==> config.mk <==
export PLATFORM = sky130hd
export DESIGN_NAME = tx_nrzi_serializer_flat
export DESIGN_NICKNAME = d
export VERILOG_FILES = /design/src/rtl/tx_nrzi_serializer_pkg.sv /design/src/rtl/tx_nrzi_serializer_if.sv /design/src/rtl/tx_nrzi_serializer_bit_timer.sv /design/src/rtl/tx_nrzi_serializer.sv /design/src/flat_wrapper.sv
export SDC_FILE = /design/constraint.sdc
export NUM_CORES = 1
export LEC_CHECK = 0
export BUFFER_PORTS_ARGS = -buffer_cell sky130_fd_sc_hd__buf_2
export CELL_PAD_IN_SITES_DETAIL_PLACEMENT = 0
export CELL_PAD_IN_SITES_GLOBAL_PLACEMENT = 1
export CORE_AREA = 2 2 40 79
export CTS_CLUSTER_DIAMETER = 40
export DETAILED_ROUTE_END_ITERATION = 10
export DIE_AREA = 0 0 42 81
export PLACE_DENSITY = 0.8
export SETUP_SLACK_MARGIN = 0.5
export SLEW_MARGIN = 40
export SYNTH_ARGS = -nofsm -noshare
export SYNTH_HDL_FRONTEND = slang
export SYNTH_SLANG_ARGS = --single-unit
==> constraint.sdc <==
create_clock -name clk -period 2.65 [get_ports clk]
set_input_delay 0.265 -clock clk [delete_from_list [all_inputs] [get_ports clk]]
set_output_delay 0.265 -clock clk [all_outputs]
set_load 0.01 [all_outputs]
==> src/rtl/tx_nrzi_serializer_pkg.sv <==
// Shared types and defaults for the NRZI transmit path.
// Holds the FSM state encoding, parameter defaults and the line idle level.
package tx_pkg;

  localparam int DEF_DATA_WIDTH   = 8;
  localparam int DEF_CLKS_PER_BIT = 8;
  localparam int DEF_STUFF_LIMIT  = 6;

  localparam logic LINE_IDLE = 1'b1;

  typedef enum logic [1:0] {
    IDLE  = 2'd0,
    SHIFT = 2'd1,
    STUFF = 2'd2
  } tx_state_e;

  // NRZI: a 0 toggles the line, a 1 holds it.
  function automatic logic nrzi_next(input logic level, input logic b);
    return b ? level : ~level;
  endfunction

endpackage

==> src/rtl/tx_nrzi_serializer_if.sv <==
// FIFO read port between tx_fifo (slave side) and the serializer (master side).
// First-word-fall-through: read_data is valid whenever fifo_empty is low.
interface tx_nrzi_serializer_if
  import tx_pkg::*;
#(
  parameter int DATA_WIDTH = DEF_DATA_WIDTH
);
  logic                  fifo_empty;
  logic [DATA_WIDTH-1:0] read_data;
  logic                  read_enable;

  modport master (input fifo_empty, input read_data, output read_enable);
  modport slave  (output fifo_empty, output read_data, input read_enable);
endinterface

==> src/rtl/tx_nrzi_serializer_bit_timer.sv <==
// Bit-period timer: clear restarts a period, period_start is registered and high
// in the first cycle of each period, period_end marks its last cycle. No backpressure.
module tx_bit_timer
  import tx_pkg::*;
#(
  parameter int CLKS_PER_BIT = DEF_CLKS_PER_BIT
) (
  input  logic clk,
  input  logic rst,
  input  logic clear,
  input  logic enable,
  output logic period_start,
  output logic period_end
);

  localparam int            CW   = $clog2(CLKS_PER_BIT);
  localparam logic [CW-1:0] LAST = CW'(CLKS_PER_BIT - 1);

  logic [CW-1:0] clk_cnt_q, clk_cnt_d;
  logic          start_q, start_d;

  assign period_end   = enable && (clk_cnt_q == LAST);
  assign period_start = start_q;

  always_comb begin
    clk_cnt_d = clk_cnt_q;
    start_d   = clear;
    if (clear || !enable || period_end) begin
      clk_cnt_d = '0;
    end else begin
      clk_cnt_d = clk_cnt_q + 1'b1;
    end
  end

  always_ff @(posedge clk) begin
    if (rst) begin
      clk_cnt_q <= '0;
      start_q   <= 1'b0;
    end else begin
      clk_cnt_q <= clk_cnt_d;
      start_q   <= start_d;
    end
  end

endmodule

==> src/rtl/tx_nrzi_serializer.sv <==
// Pops bytes from the FWFT FIFO and sends them LSB-first with bit stuffing and NRZI;
// bit 0 reaches the line 1 cycle after the pop; pops only when tx_enable and the FIFO is non-empty.
module tx_nrzi_serializer
  import tx_pkg::*;
#(
  parameter int DATA_WIDTH   = DEF_DATA_WIDTH,
  parameter int CLKS_PER_BIT = DEF_CLKS_PER_BIT,
  parameter int STUFF_LIMIT  = DEF_STUFF_LIMIT
) (
  input  logic                         clk,
  input  logic                         rst,
  input  logic                         tx_enable,
  tx_nrzi_serializer_if.master         fifo,
  output logic                         serial_out,
  output logic                         bit_strobe,
  output logic                         tx_busy
);

  localparam int            OW       = $clog2(STUFF_LIMIT + 1);
  localparam int            IW       = $clog2(DATA_WIDTH);
  localparam logic [IW-1:0] LAST_BIT = IW'(DATA_WIDTH - 1);
  localparam logic [OW-1:0] ONES_MAX = OW'(STUFF_LIMIT);

  tx_state_e             state_q, state_d;
  logic [DATA_WIDTH-1:0] shift_q, shift_d;
  logic [IW-1:0]         bit_idx_q, bit_idx_d;
  logic [OW-1:0]         ones_cnt_q, ones_cnt_d;
  logic                  serial_q, serial_d;

  logic period_end, period_start;
  logic can_pop, byte_done;
  logic pop, adv, enter, send_bit;

  assign can_pop   = tx_enable && !fifo.fifo_empty;
  assign byte_done = (bit_idx_q == LAST_BIT);

  always_comb begin
    state_d    = state_q;
    shift_d    = shift_q;
    bit_idx_d  = bit_idx_q;
    ones_cnt_d = ones_cnt_q;
    serial_d   = serial_q;
    pop        = 1'b0;
    adv        = 1'b0;
    enter      = 1'b0;
    send_bit   = 1'b0;

    case (state_q)
      IDLE: begin
        if (can_pop) pop = 1'b1;
      end
      SHIFT: begin
        if (period_end) begin
          if (ones_cnt_q == ONES_MAX) begin
            state_d = STUFF;
            enter   = 1'b1;
          end else if (!byte_done) begin
            adv = 1'b1;
          end else if (can_pop) begin
            pop = 1'b1;
          end else begin
            state_d = IDLE;
          end
        end
      end
      STUFF: begin
        // bit_idx still points at the last data bit sent before the stuff
        if (period_end) begin
          if (!byte_done)   adv = 1'b1;
          else if (can_pop) pop = 1'b1;
          else              state_d = IDLE;
        end
      end
      default: state_d = IDLE;
    endcase

    if (pop) begin
      state_d   = SHIFT;
      shift_d   = fifo.read_data;
      bit_idx_d = '0;
      send_bit  = fifo.read_data[0];
      enter     = 1'b1;
    end else if (adv) begin
      state_d   = SHIFT;
      shift_d   = shift_q >> 1;
      bit_idx_d = bit_idx_q + 1'b1;
      send_bit  = shift_q[1];
      enter     = 1'b1;
    end

    if (enter) begin
      serial_d   = nrzi_next(serial_q, send_bit);
      ones_cnt_d = send_bit ? ones_cnt_q + 1'b1 : '0;
    end else if (state_d == IDLE) begin
      ones_cnt_d = '0;
    end
  end

  always_ff @(posedge clk) begin
    if (rst) begin
      state_q    <= IDLE;
      shift_q    <= '0;
      bit_idx_q  <= '0;
      ones_cnt_q <= '0;
      serial_q   <= LINE_IDLE;
    end else begin
      state_q    <= state_d;
      shift_q    <= shift_d;
      bit_idx_q  <= bit_idx_d;
      ones_cnt_q <= ones_cnt_d;
      serial_q   <= serial_d;
    end
  end

  tx_bit_timer #(
    .CLKS_PER_BIT (CLKS_PER_BIT)
  ) u_timer (
    .clk          (clk),
    .rst          (rst),
    .clear        (enter),
    .enable       (tx_busy),
    .period_start (period_start),
    .period_end   (period_end)
  );

  assign fifo.read_enable = pop && !rst;
  assign serial_out       = serial_q;
  assign bit_strobe       = period_start;
  assign tx_busy          = (state_q != IDLE);

endmodule

==> src/flat_wrapper.sv <==
// flat-port wrapper written by rule: the top's interface ports become plain ports
module tx_nrzi_serializer_flat import tx_pkg::*;
#(
  parameter int DATA_WIDTH   = DEF_DATA_WIDTH,
  parameter int CLKS_PER_BIT = DEF_CLKS_PER_BIT,
  parameter int STUFF_LIMIT  = DEF_STUFF_LIMIT
)
  (clk, rst, tx_enable, serial_out, bit_strobe, tx_busy, fifo_fifo_empty, fifo_read_data, fifo_read_enable);
  tx_nrzi_serializer_if #(.DATA_WIDTH(DATA_WIDTH)) fifo_i ();
  input  logic clk;
  input  logic rst;
  input  logic tx_enable;
  output logic serial_out;
  output logic bit_strobe;
  output logic tx_busy;
  input wire logic [$bits(fifo_i.fifo_empty)-1:0] fifo_fifo_empty;
  input wire logic [$bits(fifo_i.read_data)-1:0] fifo_read_data;
  output wire logic [$bits(fifo_i.read_enable)-1:0] fifo_read_enable;
  assign fifo_i.fifo_empty = fifo_fifo_empty;
  assign fifo_i.read_data = fifo_read_data;
  assign fifo_read_enable = fifo_i.read_enable;
  tx_nrzi_serializer #(.DATA_WIDTH(DATA_WIDTH), .CLKS_PER_BIT(CLKS_PER_BIT), .STUFF_LIMIT(STUFF_LIMIT)) u_core (.clk(clk), .rst(rst), .tx_enable(tx_enable), .fifo(fifo_i), .serial_out(serial_out), .bit_strobe(bit_strobe), .tx_busy(tx_busy));
endmodule
# ---- After elaboration in Yosys (flattened, before gate mapping)
# Index checks and enable logic that the tools add are counted.
dict set report op_classes {
  reduce_logical 16
  bitwise 2
  mux 31
  n_eq_ne 5
  n_addsub 3
}
# op n
set ops {}
lappend ops {{$mux W1} 16}
lappend ops {{$mux W8} 2}
lappend ops {{$mux W2} 7}
lappend ops {{$add A3 B1 Y3 const B} 3}
lappend ops {{$eq A3 B3 Y1 const B} 3}
lappend ops {{$mux W3} 3}
lappend ops {{$pmux W2 S3} 1}
lappend ops {{$reduce_bool A2 Y1} 3}
lappend ops {{$logic_not A2 Y1} 2}
lappend ops {{$reduce_or A2 Y1} 2}
lappend ops {{$logic_and A1 B1 Y1} 3}
lappend ops {{$logic_not A1 Y1} 3}
lappend ops {{$pmux W1 S3} 1}
lappend ops {{$eq A2 B1 Y1 const B} 1}
lappend ops {{$eq A2 B2 Y1 const B} 1}
lappend ops {{$logic_or A1 B1 Y1} 2}
lappend ops {{$not A1 Y1} 2}
lappend ops {{$pmux W1 S2} 1}
lappend ops {{$reduce_and A2 Y1} 1}
dict set report word_totals {
  in_bits 12
  elab_cells 64
  ff_bits 21
}

# ---- Logic depth before layout (Yosys ltp)
dict set report depth {
  ltp_word 12
  depth_mapped 8
}

# ---- Modules after synthesis
# From an unflattened synthesis, not the netlist that was laid out.
dict set report hier_totals {
  hier_cells 121
  area_unflattened_um2 1117.3
}
# module instances cells_each seq_area_each_um2 area_per_inst_um2
set modules_own_cells {}
lappend modules_own_cells {tx_nrzi_serializer 1 109 320.3 950.9}
lappend modules_own_cells {tx_bit_timer 1 12 80.1 166.4}

# ---- Worst setup path after synthesis
# No wires, ideal clock.
dict set report synth_timing {
  path_type {register to register}
  from {reg u_core.bit_idx_q[0]}
  to {reg u_core.serial_q (netlist: u_core.serial_out)}
  setup_ns 0.127
  arrival_time_ns 1.729
  period_less_slack_ns 1.856
  required_ns 2.523
  n_path_buf 0
  stages_incl_launch_ff 8
  path_slack_ns 0.794
  path_cell_list {dfxtp_1 ha_1 ha_1 nor2_1 o211ai_4 and2_4 o21ai_1 or3b_1}
}
dict set report synth_via {
  elab_chain_cells 9
  word_cells_on_any_way 17
  classes_between {1 x eq/ne; 14 x mux; 1 x bitwise; 1 x reduce/logical}
}
# element line_no
set synth_rtl {}
lappend synth_rtl {{from (decl)} tx_nrzi_serializer.sv:26} ;# logic [IW-1:0] bit_idx_q, bit_idx_d;
lappend synth_rtl {{from (signal assigned)} tx_nrzi_serializer.sv:109} ;# bit_idx_q <= bit_idx_d;
lappend synth_rtl {{$eq A3 B3 Y1 *} tx_nrzi_serializer.sv:35} ;# assign byte_done = (bit_idx_q == LAST_BIT);
lappend synth_rtl {{$mux W1} {tx_nrzi_serializer.sv:57, tx_nrzi_serializer.sv:69}}
lappend synth_rtl {{$mux W1} tx_nrzi_serializer.sv:54} ;# if (ones_cnt_q == ONES_MAX) begin
lappend synth_rtl {{$mux W1} tx_nrzi_serializer.sv:53} ;# if (period_end) begin
lappend synth_rtl {{$pmux W1 S2} tx_nrzi_serializer.sv:48} ;# case (state_q)
lappend synth_rtl {{$mux W1} tx_nrzi_serializer.sv:83} ;# end else if (adv) begin
lappend synth_rtl {{$mux W1} tx_nrzi_serializer.sv:77} ;# if (pop) begin
lappend synth_rtl {{$not A1 Y1 (no line)} --}
lappend synth_rtl {{$reduce_and A2 Y1 (no line) *} --}
lappend synth_rtl {{to (signal assigned)} tx_nrzi_serializer.sv:111} ;# serial_q <= serial_d;
lappend synth_rtl {{to (decl)} tx_nrzi_serializer.sv:28} ;# logic serial_q, serial_d;
# Every way passes the cells marked *; elsewhere a longest branch is shown, timed or not.
# A chain may end at the register's enable or synchronous reset.

# ---- Worst setup path in the final report
dict set report layout_timing {
  from {reg u_core.state_q[0]}
  to {out fifo_read_enable}
}
dict set report layout_via {
  elab_chain_cells 5
  word_cells_on_any_way 9
  classes_between {2 x eq/ne; 3 x mux; 4 x reduce/logical}
}
# element line_no
set layout_rtl {}
lappend layout_rtl {{from (decl)} tx_nrzi_serializer.sv:24} ;# tx_state_e state_q, state_d;
lappend layout_rtl {{from (signal assigned)} tx_nrzi_serializer.sv:107} ;# state_q <= state_d;
lappend layout_rtl {{$reduce_bool A2 Y1} tx_nrzi_serializer.sv:129} ;# assign tx_busy = (state_q != IDLE);
lappend layout_rtl {{$logic_and A1 B1 Y1} tx_nrzi_serializer_bit_timer.sv:22} ;# assign period_end = enable && (clk_cnt_q == LAST);
lappend layout_rtl {{$mux W1 (on tied branches)} {tx_nrzi_serializer.sv:68, tx_nrzi_serializer.sv:53}}
lappend layout_rtl {{$pmux W1 S3 *} tx_nrzi_serializer.sv:48}
lappend layout_rtl {{$logic_and A1 B1 Y1 *} tx_nrzi_serializer.sv:126} ;# assign fifo.read_enable = pop && !rst;
lappend layout_rtl {{to (decl)} flat_wrapper.sv:18} ;# output wire logic [$bits(fifo_i.read_enable)-1:0] fifo_read_enable;
# Marked as above.

==> flow_summary.json <==
{
  "syn-mean-instance-area_um2": 9.38,
  "ys_warn_count": 0,
  "detailedRoute.firstPassIterationCount": 4,
  "synthMostInstantiatedCell": "sky130_fd_sc_hd__dfxtp_1",
  "finalCriticalPeriod_ns": 2.00,
  "synthesis.area_mm2": 0.00108,
  "wl_um": 2070,
  "layout-drive-gt1-share_pct": 24.4,
  "path_class": "register to output pin",
  "cts_tree": "yes",
  "finalSetupViolations": 0,
  "clock_skew_ns": 0.00454,
  "port-buffer-count": 15,
  "grt.overflow.total": 0,
  "final_net_count": 155,
  "clk_latency_ns": 0.26,
  "grt_antenna_before_repair": 0,
  "ys_seq_area_share_pct": 37.1,
  "globalplace.congestion": 0.748,
  "post_synth_most_frequent_cells": "20 x sky130_fd_sc_hd__dfxtp_1, 12 x sky130_fd_sc_hd__nor3_1, 11 x sky130_fd_sc_hd__nor2_1, 10 x sky130_fd_sc_hd__ha_1, 7 x sky130_fd_sc_hd__inv_1",
  "core-area_mm2": 0.00284,
  "routed-via-count": 903,
  "critical_path.max_fanout": 5,
  "clk_pin_slew_worst_paths_ns": 0.07,
  "antenna_cells_inserted": 0,
  "floorplan.initialDensity_pct": 38.0,
  "critPathLaunchType": "register",
  "io_pins": 16,
  "final_cells": 161,
  "numCtsBuffers": 3,
  "timing.critical_path.arrival_ns": 1.74,
  "wl_per_cell_um": 12.9,
  "clk_root_buffer_cell": "sky130_fd_sc_hd__clkbuf_8",
  "fin_worst_hold_slack_ns": 0.254,
  "grt_start_max_net_pins": 21,
  "outcome": "completed",
  "setup_tns_ns": 0,
  "numPlacedInstances": 156,
  "dp_hpwl_um": 1530,
  "initialDrtViolationCount": 29,
  "synth_nets": 137,
  "groute.usage.overall_pct": 13.4,
  "number_of_global_route_vias_before_repair": 782,
  "drv_cap": 0,
  "synthArstFlopShare_pct": 0,
  "setup_repair_after_global_routing_missed_its_margin": "false",
  "post-synth-top-area-cell": "sky130_fd_sc_hd__dfxtp_1",
  "die_h_um": 81,
  "f_max_ghz": 0.500,
  "hold_fails_final_rpt": 0,
  "post-route-period-util_pct": 75.5,
  "worstPathRequired_ns": 2.38,
  "avgViaCountPerCell": 5.61,
  "post-layout-total-power_w": 0.000645,
  "floorplan.die.width_um": 42,
  "timing.max_slew.rel_slack_pct": 69.5,
  "ant_nets": 0,
  "cts-root-to-sink-buffers": 2,
  "synth_top_area_share_pct": 37.1,
  "yosys-top-cells-area": "sky130_fd_sc_hd__dfxtp_1 37%, sky130_fd_sc_hd__ha_1 12%, sky130_fd_sc_hd__nor3_1 5.6%",
  "transition_time_at_the_pin_with_the_least_slew_margin_ns": 0.455,
  "pwr_density_cell_mw_per_mm2": 525,
  "syn2layout_area_growth_pct": 13.9,
  "synthFlopType": "sky130_fd_sc_hd__dfxtp_1",
  "ctsHtreeMaxLevel": 1,
  "design.die.area_mm2": 0.00340,
  "placementRows": 28,
  "timing.critical_path.to_type": "output pin",
  "synth-edff-count": 0,
  "final-max-slew-violation-count": 0,
  "ys_seq_elements": 20,
  "worst_hold_path_type": "input pin to register",
  "detail_route.drc_violations": 0,
  "wire_length_of_the_first_global_routing_pass_um": 3440,
  "vdd.ir_drop.worst_mv": 0.323,
  "synth_unique_cells": 40,
  "syn_inst": 115,
  "cts.sink_count": 20,
  "static-leakage-power_nw": 0.531
}
==> cells in the final DEF (no fill, tap or decap), types with 2 or more instances in the layout <==
master,netlist,final
sky130_fd_sc_hd__a222oi_1,4,4
sky130_fd_sc_hd__inv_1,7,7
sky130_fd_sc_hd__and2_1,2,2
sky130_fd_sc_hd__dfxtp_1,20,20
sky130_fd_sc_hd__mux2_2,2,2
sky130_fd_sc_hd__mux2i_1,2,2
sky130_fd_sc_hd__nor2_1,11,10
sky130_fd_sc_hd__nor2_2,1,2
sky130_fd_sc_hd__clkbuf_8,0,3
sky130_fd_sc_hd__nand2_1,5,5
sky130_fd_sc_hd__ha_1,10,9
sky130_fd_sc_hd__nor3_1,12,12
sky130_fd_sc_hd__buf_2,1,15
sky130_fd_sc_hd__nand3_1,3,3
sky130_fd_sc_hd__a22oi_1,2,2
sky130_fd_sc_hd__a21oi_1,5,5
sky130_fd_sc_hd__buf_4,0,2
sky130_fd_sc_hd__nand3b_1,3,3
==> layer usage <==
metal	global-route usage [%]	routed length [um]	part of all wire (%)
met5	0	0	0
met4	9.68	61	2.9
met3	2.22	73	3.5
met2	20.5	927	45
met1	16.9	1010	49
==> stage by stage <==
stage,utilization [%],cell area [um^2],setup slack (ns)
CTS,42.6,1210,0.543
detailed placement,41.1,1170,0.537
global placement,41.1,1170,0.598
global route,43.3,1230,0.523
floorplan,-,1080,0.794
finish,43.3,1230,0.650
==> worst paths after layout <==
| path | startpoint | to | slack [ns] | cells after the start |
|---|---|---|---|---|
| max | u_core.state_q[0]$_SDFF_PP0_ | fifo_read_enable | 0.65 | 6 |
| min | fifo_read_data[4] | u_core.shift_q[4]$_SDFFE_PP0P_ | 0.25 | 3 |
| max reg2reg | u_core.u_timer.clk_cnt_q[0]$_SDFF_PP0_ | u_core.ones_cnt_q[2]$_SDFFE_PP0P_ | 0.69 | 7 |
| min reg2reg | u_core.u_timer.clk_cnt_q[0]$_SDFF_PP0_ | u_core.u_timer.clk_cnt_q[0]$_SDFF_PP0_ | 0.43 | 1 |
==> critical path: stages (launching register included) <==
cell and delay (ns):
sky130_fd_sc_hd__dfxtp_1 0.36, sky130_fd_sc_hd__inv_1 0.08, sky130_fd_sc_hd__ha_1 0.25, sky130_fd_sc_hd__nand3b_1 0.25, sky130_fd_sc_hd__a41oi_2 0.31, sky130_fd_sc_hd__nor3_1 0.07, sky130_fd_sc_hd__buf_2 0.15
==> kinds of logic after synthesis <==
kind of cell,Yosys count,share of synthesized area [%]
adder cells (fa/ha/maj),10,11.6
flip-flops,20,37.1
AND/OR/NAND/NOR,48,25.2
buffers and inverters,11,4.64
XOR/XNOR,1,0.812
AO/OA/AOI/OAI,21,16.7
multiplexers,4,3.94
==> report_power, final <==
group / internal, W / switching (W) / leakage [nW]
Clock: 0.000101 / 0.0000946 / 0.0216
Combinational: 0.0000564 / 0.0000694 / 0.346
Sequential: 0.000316 / 0.00000809 / 0.163
Total: 0.000473 / 0.000172 / 0.531
==> state kept, by name, summed over array words and instances (netlist names) <==
signal                       cells
u_core.state_q                   2
u_core.shift_q                   7
u_core.u_timer.period_start      1
u_core.u_timer.clk_cnt_q         3
u_core.serial_out                1
u_core.ones_cnt_q                3
u_core.bit_idx_q                 3
==> what timing repair did <==
action	CTS	global route
endpoints found under the hold margin	0	0
gates resized for setup	0	2
setup buffers	0	2
endpoints found under the setup margin	0	6
hold buffers	0	0
==> cell type report <==
cell class	count	area, um^2
fill	293	1610
multi-input combinational	84	633
sequential	20	400
timing repair buffer	17	90.1
clock buffer	3	41.3
tap	30	37.5
inverter	7	26.3
No activity file was read; power rests on OpenSTA's default activity.
